File: src/rtl/pc_fetch_unit_pkg.sv
// Shared fetch-path encodings and the {pc, instruction} buffer entry type.
// Guarded macros so other units including the same encodings see one definition.
`ifndef PC_FETCH_UNIT_DEFINES
`define PC_FETCH_UNIT_DEFINES
`define FETCH_RESET_PC (32'h0000_0000)
`define INST_NOP       (32'h0000_0013)
`endif

package pc_fetch_unit_pkg;

    localparam logic [31:0] FETCH_RESET_PC = `FETCH_RESET_PC;
    localparam int          PC_W           = 32;
    localparam int          ENTRY_W        = 2 * PC_W;

    typedef struct packed {
        logic [PC_W-1:0] pc;
        logic [PC_W-1:0] inst;
    } fetch_entry_t;

    function automatic logic [PC_W-1:0] align_pc(input logic [PC_W-1:0] pc);
        return {pc[PC_W-1:2], 2'b00};
    endfunction

    function automatic logic is_misaligned(input logic [PC_W-1:0] pc);
        return pc[1:0] != 2'b00;
    endfunction

endpackage

File: src/rtl/pc_fetch_unit_fifo.sv
// Synchronous instruction buffer between fetch and decode; flush discards every entry.
// DEPTH must be a power of two so the pointers wrap naturally.
module fetch_fifo #(
    parameter int DEPTH = 2,
    parameter int WIDTH = 64
) (
    input  logic                     clk,
    input  logic                     reset,
    input  logic                     flush,
    input  logic                     push,
    input  logic [WIDTH-1:0]         push_data,
    input  logic                     pop,
    output logic [WIDTH-1:0]         head,
    output logic [$clog2(DEPTH):0]   count
);

    localparam int AW = $clog2(DEPTH);

    logic [WIDTH-1:0] mem_q [DEPTH];
    logic [AW-1:0]    rd_ptr_q;
    logic [AW-1:0]    wr_ptr_q;
    logic [AW:0]      count_q;
    logic             do_push;
    logic             do_pop;

    assign do_pop  = pop && (count_q != '0) && !flush;
    assign do_push = push && !flush && ((count_q != (AW+1)'(DEPTH)) || do_pop);

    // NOTE: non-blocking assignments in clocked blocks so every register samples pre-edge values.
    // NOTE: the data array is never reset; count gates validity, so only pointers need clearing.
    always_ff @(posedge clk) begin
        if (do_push) begin
            mem_q[wr_ptr_q] <= push_data;
        end
    end

    always_ff @(posedge clk) begin
        if (reset || flush) begin
            rd_ptr_q <= '0;
            wr_ptr_q <= '0;
            count_q  <= '0;
        end else begin
            if (do_push) begin
                wr_ptr_q <= wr_ptr_q + AW'(1);
            end
            if (do_pop) begin
                rd_ptr_q <= rd_ptr_q + AW'(1);
            end
            count_q <= count_q + (AW+1)'(do_push) - (AW+1)'(do_pop);
        end
    end

    assign head  = mem_q[rd_ptr_q];
    assign count = count_q;

endmodule

File: src/rtl/pc_fetch_unit.sv
// Owns the architectural fetch PC, issues one-at-a-time imem requests and buffers
// {pc, instruction} pairs for decode; redirects flush wrong-path state.
module pc_fetch_unit
    import pc_fetch_unit_pkg::*;
#(
    parameter logic [31:0] RESET_PC   = FETCH_RESET_PC,
    parameter int          FIFO_DEPTH = 2
) (
    input  logic        clk,
    input  logic        reset,
    input  logic        redirect_valid,
    input  logic [31:0] redirect_pc,
    output logic        imem_req_valid,
    input  logic        imem_req_ready,
    output logic [31:0] imem_req_addr,
    input  logic        imem_rsp_valid,
    input  logic [31:0] imem_rsp_data,
    output logic        inst_valid,
    input  logic        inst_ready,
    output logic [31:0] inst_data,
    output logic [31:0] inst_pc,
    output logic        misalign
);

    localparam int             CW      = $clog2(FIFO_DEPTH) + 1;
    localparam logic [CW-1:0]  DEPTH_C = CW'(FIFO_DEPTH);

    logic [31:0] fetch_pc_q, fetch_pc_d;
    logic [31:0] req_pc_q, req_pc_d;
    logic        outstanding_q, outstanding_d;
    logic        discard_q, discard_d;
    logic        misalign_q, misalign_d;

    logic [CW-1:0]      fifo_count;
    logic [ENTRY_W-1:0] fifo_head;
    fetch_entry_t       head_entry;
    fetch_entry_t       push_entry;
    logic               req_fire;
    logic               rsp_fire;
    logic               fifo_push;
    logic               fifo_pop;

    // A redirect withdraws the request in the same cycle, so no accept can race it.
    assign imem_req_valid = !reset && !outstanding_q && (fifo_count < DEPTH_C)
                            && !misalign_q && !redirect_valid;
    assign imem_req_addr  = reset ? RESET_PC : fetch_pc_q;

    assign req_fire  = imem_req_valid && imem_req_ready;
    assign rsp_fire  = imem_rsp_valid && outstanding_q;
    assign fifo_push = rsp_fire && !discard_q && !redirect_valid;
    assign fifo_pop  = inst_valid && inst_ready;

    assign push_entry = '{pc: req_pc_q, inst: imem_rsp_data};
    assign head_entry = fetch_entry_t'(fifo_head);

    assign inst_valid = !reset && (fifo_count != '0);
    assign inst_pc    = reset ? '0 : head_entry.pc;
    assign inst_data  = reset ? '0 : head_entry.inst;
    assign misalign   = misalign_q;

    // NOTE: every _d gets its hold value first so no path through this block infers a latch.
    always_comb begin
        fetch_pc_d    = fetch_pc_q;
        req_pc_d      = req_pc_q;
        outstanding_d = outstanding_q;
        discard_d     = discard_q;
        misalign_d    = misalign_q;

        if (redirect_valid) begin
            fetch_pc_d    = align_pc(redirect_pc);
            misalign_d    = is_misaligned(redirect_pc);
            outstanding_d = outstanding_q && !imem_rsp_valid;
            discard_d     = outstanding_q && !imem_rsp_valid;
        end else begin
            if (rsp_fire) begin
                outstanding_d = 1'b0;
                discard_d     = 1'b0;
            end
            if (req_fire) begin
                outstanding_d = 1'b1;
                req_pc_d      = fetch_pc_q;
                fetch_pc_d    = fetch_pc_q + 32'd4;
            end
        end
    end

    always_ff @(posedge clk) begin
        if (reset) begin
            fetch_pc_q    <= RESET_PC;
            req_pc_q      <= RESET_PC;
            outstanding_q <= 1'b0;
            discard_q     <= 1'b0;
            misalign_q    <= 1'b0;
        end else begin
            fetch_pc_q    <= fetch_pc_d;
            req_pc_q      <= req_pc_d;
            outstanding_q <= outstanding_d;
            discard_q     <= discard_d;
            misalign_q    <= misalign_d;
        end
    end

    fetch_fifo #(
        .DEPTH (FIFO_DEPTH),
        .WIDTH (ENTRY_W)
    ) u_fifo (
        .clk       (clk),
        .reset     (reset),
        .flush     (redirect_valid),
        .push      (fifo_push),
        .push_data (push_entry),
        .pop       (fifo_pop),
        .head      (fifo_head),
        .count     (fifo_count)
    );

endmodule

File: config.mk
export PLATFORM = sky130hd
export DESIGN_NAME = pc_fetch_unit
export DESIGN_NICKNAME = d
export VERILOG_FILES = /design/src/rtl/pc_fetch_unit_pkg.sv /design/src/rtl/pc_fetch_unit_fifo.sv /design/src/rtl/pc_fetch_unit.sv
export SDC_FILE = /design/constraint.sdc
export NUM_CORES = 1
export LEC_CHECK = 0
export ABC_AREA = 1
export BUFFER_PORTS_ARGS = -buffer_cell sky130_fd_sc_hd__buf_2
export CAP_MARGIN = 40
export CORE_UTILIZATION = 45
export DETAILED_ROUTE_END_ITERATION = 16
export GPL_ROUTABILITY_DRIVEN = 1
export PLACE_DENSITY = 0.73
export SETUP_SLACK_MARGIN = 0.3
export SYNTH_ARGS = -nofsm -noshare
export SYNTH_HDL_FRONTEND = slang
export SYNTH_HIERARCHICAL = 1
export SYNTH_SLANG_ARGS = --single-unit
File: constraint.sdc
create_clock -name clk -period 4.3 [get_ports clk]
set_clock_uncertainty 0.05 [all_clocks]
set_input_delay 0.645 -clock clk [delete_from_list [all_inputs] [get_ports clk]]
set_output_delay 0.645 -clock clk [all_outputs]
set_load 0.05 [all_outputs]
==> impl_results.md <==
* TritonCTS clock tree: built
* Switching fraction of total power at 23.81%
* First-pass GRT wire length at 31530 um
* Total clock buffers created by CTS at 17
* Layout Nets at 1180
* Count of non-filler cells in the finished layout at 1390
* Maximum number of pins on one net before global-route repair at 74
* Core region area at 20170 um^2
* Max Fanout on Critical Path at 73
* Final std cell area, no fill at 10820 um^2
* Max cap viols at 0
* Count of pins on the block boundary at 169
* Combinational fraction of design power at 8.1%
* Maximum frequency from static timing analysis at 0.3322 GHz
* Syn Area/Cell at 9.713 um^2
* Starting DRT DRC Count at 434
* Tightest Hold Check Type: in2reg
* Global route overflow at 0
* Standard cell area after detailed placement at 10250 um^2
* Share of power burned in registers at 53.0%
* Pins Over Slew Limit at 0
* Maximum vdd drop at 0.2394 mV
* Switching power at 928.0 uW
* Syn. warnings at 6
* Clock share of power at 38.9%
* Static Leakage at 4.693 nW
* CTS H-Tree Depth at 4
* Final weighted congestion in routability-driven placement at 0.8794
* Die area at 21080 um^2
* Port Buf Inserts at 166
* Horizontal die dimension at 145.2 um
* Ys async rst share at 0%
* Mapped cell area at 9228 um^2
* Fraction of the yosys area taken by sequential cells at 56.41%
* Number of cells produced by synthesis at 950
* Number of setup buffers added after CTS at 0
* Count of state elements after synthesis at 196
* Maximum count of clock buffers along a single path at 2
* Number of antenna repair diodes at 0
* Critical hold path startpoint: imem_rsp_data[25]
* Number of endpoints with negative hold slack in the final report at 0
* Total negative slack at 0 ps
* Type of element capturing the critical path: output port
* Total routing usage reported by global routing at 19.03%
* Minimum period implied by the final worst setup slack at 3010 ps
* Core Util, Final at 53.62%
* Cell area power density at 360.4 nW/um^2
* Cell at the root of the clock tree: sky130_fd_sc_hd__clkbuf_16
* Via-to-Cell Ratio at 4.756
* Crit share post-route at 70.00%
* Routed wirelength normalized by instance count at 13.86 um
* Count of clock tree sinks at 196
* DR DRC count at 0
* Placed cells at 1359
* Hold-fix buffers at CTS at 0
* Clock-pin slew reported for the worst setup and hold paths after clock tree synthesis at 70 ps
* RSZ-0062 raised after global routing: false
* Most common cell after layout, fill and taps aside: sky130_fd_sc_hd__nor2_1
* Final setup violating endpoints at 0
* Vias at 6611
* Worst R2R Setup Slack at 1960 ps
* Launching point of the worst reg2reg path: u_fifo/count[1]
* Critical Path AT at 2310 ps
* Startpoint type of the worst setup path: primary input
* Row count at 52
* Post-DP HPWL at 13480 um
* Internal power component at 2.970 mW
* Outcome: completed
* Highest-count cells in the layout ignoring fill and taps: 167 x sky130_fd_sc_hd__nor2_1, 165 x sky130_fd_sc_hd__buf_2, 146 x sky130_fd_sc_hd__inv_1, 146 x sky130_fd_sc_hd__nand2_1, 128 x sky130_fd_sc_hd__edfxtp_1
* WL final at 19270 um
* Number of enable flip-flop cells after synthesis at 128
* Fillcell total at 1883
* Worst-margin pin slew at 883.2 ps
* Number of detailed-route iterations in the first pass at 5
* Flip-flop cell with the highest count after synthesis: sky130_fd_sc_hd__edfxtp_1
* Insertion delay to the later sink of the worst-skew pair at 420 ps
* Headroom to the max-slew limit at 41.05%
* Chip Height at 145.2 um
* Data required time of the critical path at 3610 ps
* Vias in the first global route at 6331
* Antenna violations before repair at 0
* Resize count post-CTS at 0
* Worst setup path class: in2out
* P&R area growth vs syn at 17.21%
* Share of final-layout standard cells stronger than drive strength 1 at 26.16%
* CP Launch Point: reset
* Effective utilization at floorplan at 45.75%
* Number of unique standard cell types used by synthesis at 35
* Number of nets with antenna violations after routing at 0
state kept, by name, summed over array words and instances, names as in the netlist, named ones only:
signal,cells
u_fifo/mem_q,128
u_fifo/count,2
u_fifo/rd_ptr_q,1
req_pc_q,30
outstanding_q,1
u_fifo/wr_ptr_q,1
fetch_pc_q,30
discard_q,1
misalign,1
logic make-up after synthesis:
logic type / synth area share [%]
muxes: 10.25
and+or+nand+nor: 18.59
adders and majority gates: 0.2711
DFF: 56.41
buffers and inverters: 9.234
other: 0.04064
xor gates and xnor gates: 0.5695
AOI/OAI and AO/OA: 4.637
cell usage after synthesis (6+ instances only):
master | number | area share [%]
sky130_fd_sc_hd__clkbuf_1 | 17 | 0.69
sky130_fd_sc_hd__mux2_4 | 60 | 9.8
sky130_fd_sc_hd__buf_12 | 6 | 1.3
sky130_fd_sc_hd__nor2_1 | 169 | 6.9
sky130_fd_sc_hd__dfxtp_1 | 68 | 15
sky130_fd_sc_hd__nand2_1 | 146 | 5.9
sky130_fd_sc_hd__a21oi_1 | 34 | 1.8
sky130_fd_sc_hd__nor3_1 | 12 | 0.65
sky130_fd_sc_hd__nor2_2 | 9 | 0.61
sky130_fd_sc_hd__edfxtp_1 | 128 | 42
sky130_fd_sc_hd__a31oi_1 | 6 | 0.41
sky130_fd_sc_hd__o21ai_0 | 37 | 2.0
sky130_fd_sc_hd__buf_2 | 12 | 0.65
sky130_fd_sc_hd__inv_1 | 146 | 5.9
sky130_fd_sc_hd__xor2_1 | 6 | 0.57
sky130_fd_sc_hd__nand3_1 | 54 | 2.9
final timing paths:
kind / end / depth (start not counted)
min reg2reg: u_fifo/mem_q[1][49] / 0
min: u_fifo/mem_q[0][25] / 1
max reg2reg: u_fifo/mem_q[1][26] / 7
max: imem_req_addr[4] / 4
metrics by stage:
stage | hold slack, ps | setup slack [ps] | power, mW
6_report | 356.0 | 1290 | 3.898
5_1_grt | 333.5 | 1116 | 4.042
4_1_cts | 339.2 | 1250 | 3.925
3_5_place_dp | 388.7 | 1235 | 2.423
3_3_place_gp | 385.5 | 1320 | 2.415
2_1_floorplan | 370.3 | 735.1 | 2.319
worst max-delay path, cell delays in order:
cell	delay (ps)
sky130_fd_sc_hd__buf_4	580
sky130_fd_sc_hd__buf_4	650
sky130_fd_sc_hd__nor2_1	150
sky130_fd_sc_hd__buf_2	250
power by group through the flow:
stage,Combinational (mW),Clock (mW),Sequential [mW]
6_report,0.316,1.52,2.07
5_1_grt,0.346,1.63,2.07
4_1_cts,0.318,1.54,2.07
3_5_place_dp,0.316,0,2.11
3_3_place_gp,0.309,0,2.11
2_1_floorplan,0.219,0,2.10
layer usage:
metal / wire, um / part of all wire [%] / vias to the layer above / GRT usage [%]
li1: - / - / 3378 / -
met1: 8740 / 45 / 3024 / 24.81
met2: 9189 / 48 / 182 / 31.30
met3: 990 / 5.1 / 27 / 3.585
met4: 344 / 1.8 / 0 / 7.474
met5: 0 / 0 / - / 0
layout make-up:
class | count | area (um^2) | share of cell area (%)
inverters | 151 | 566.8 | 5.241
multi-input cells | 567 | 3204 | 29.63
flip-flops and latches | 196 | 5209 | 48.16
clock buffers | 18 | 429.2 | 3.968
repair buffers | 175 | 933.4 | 8.630
well taps | 270 | 337.8 | 3.124
clock inverters | 13 | 135.1 | 1.249
Note: power is estimated with default switching activity, not from simulation.
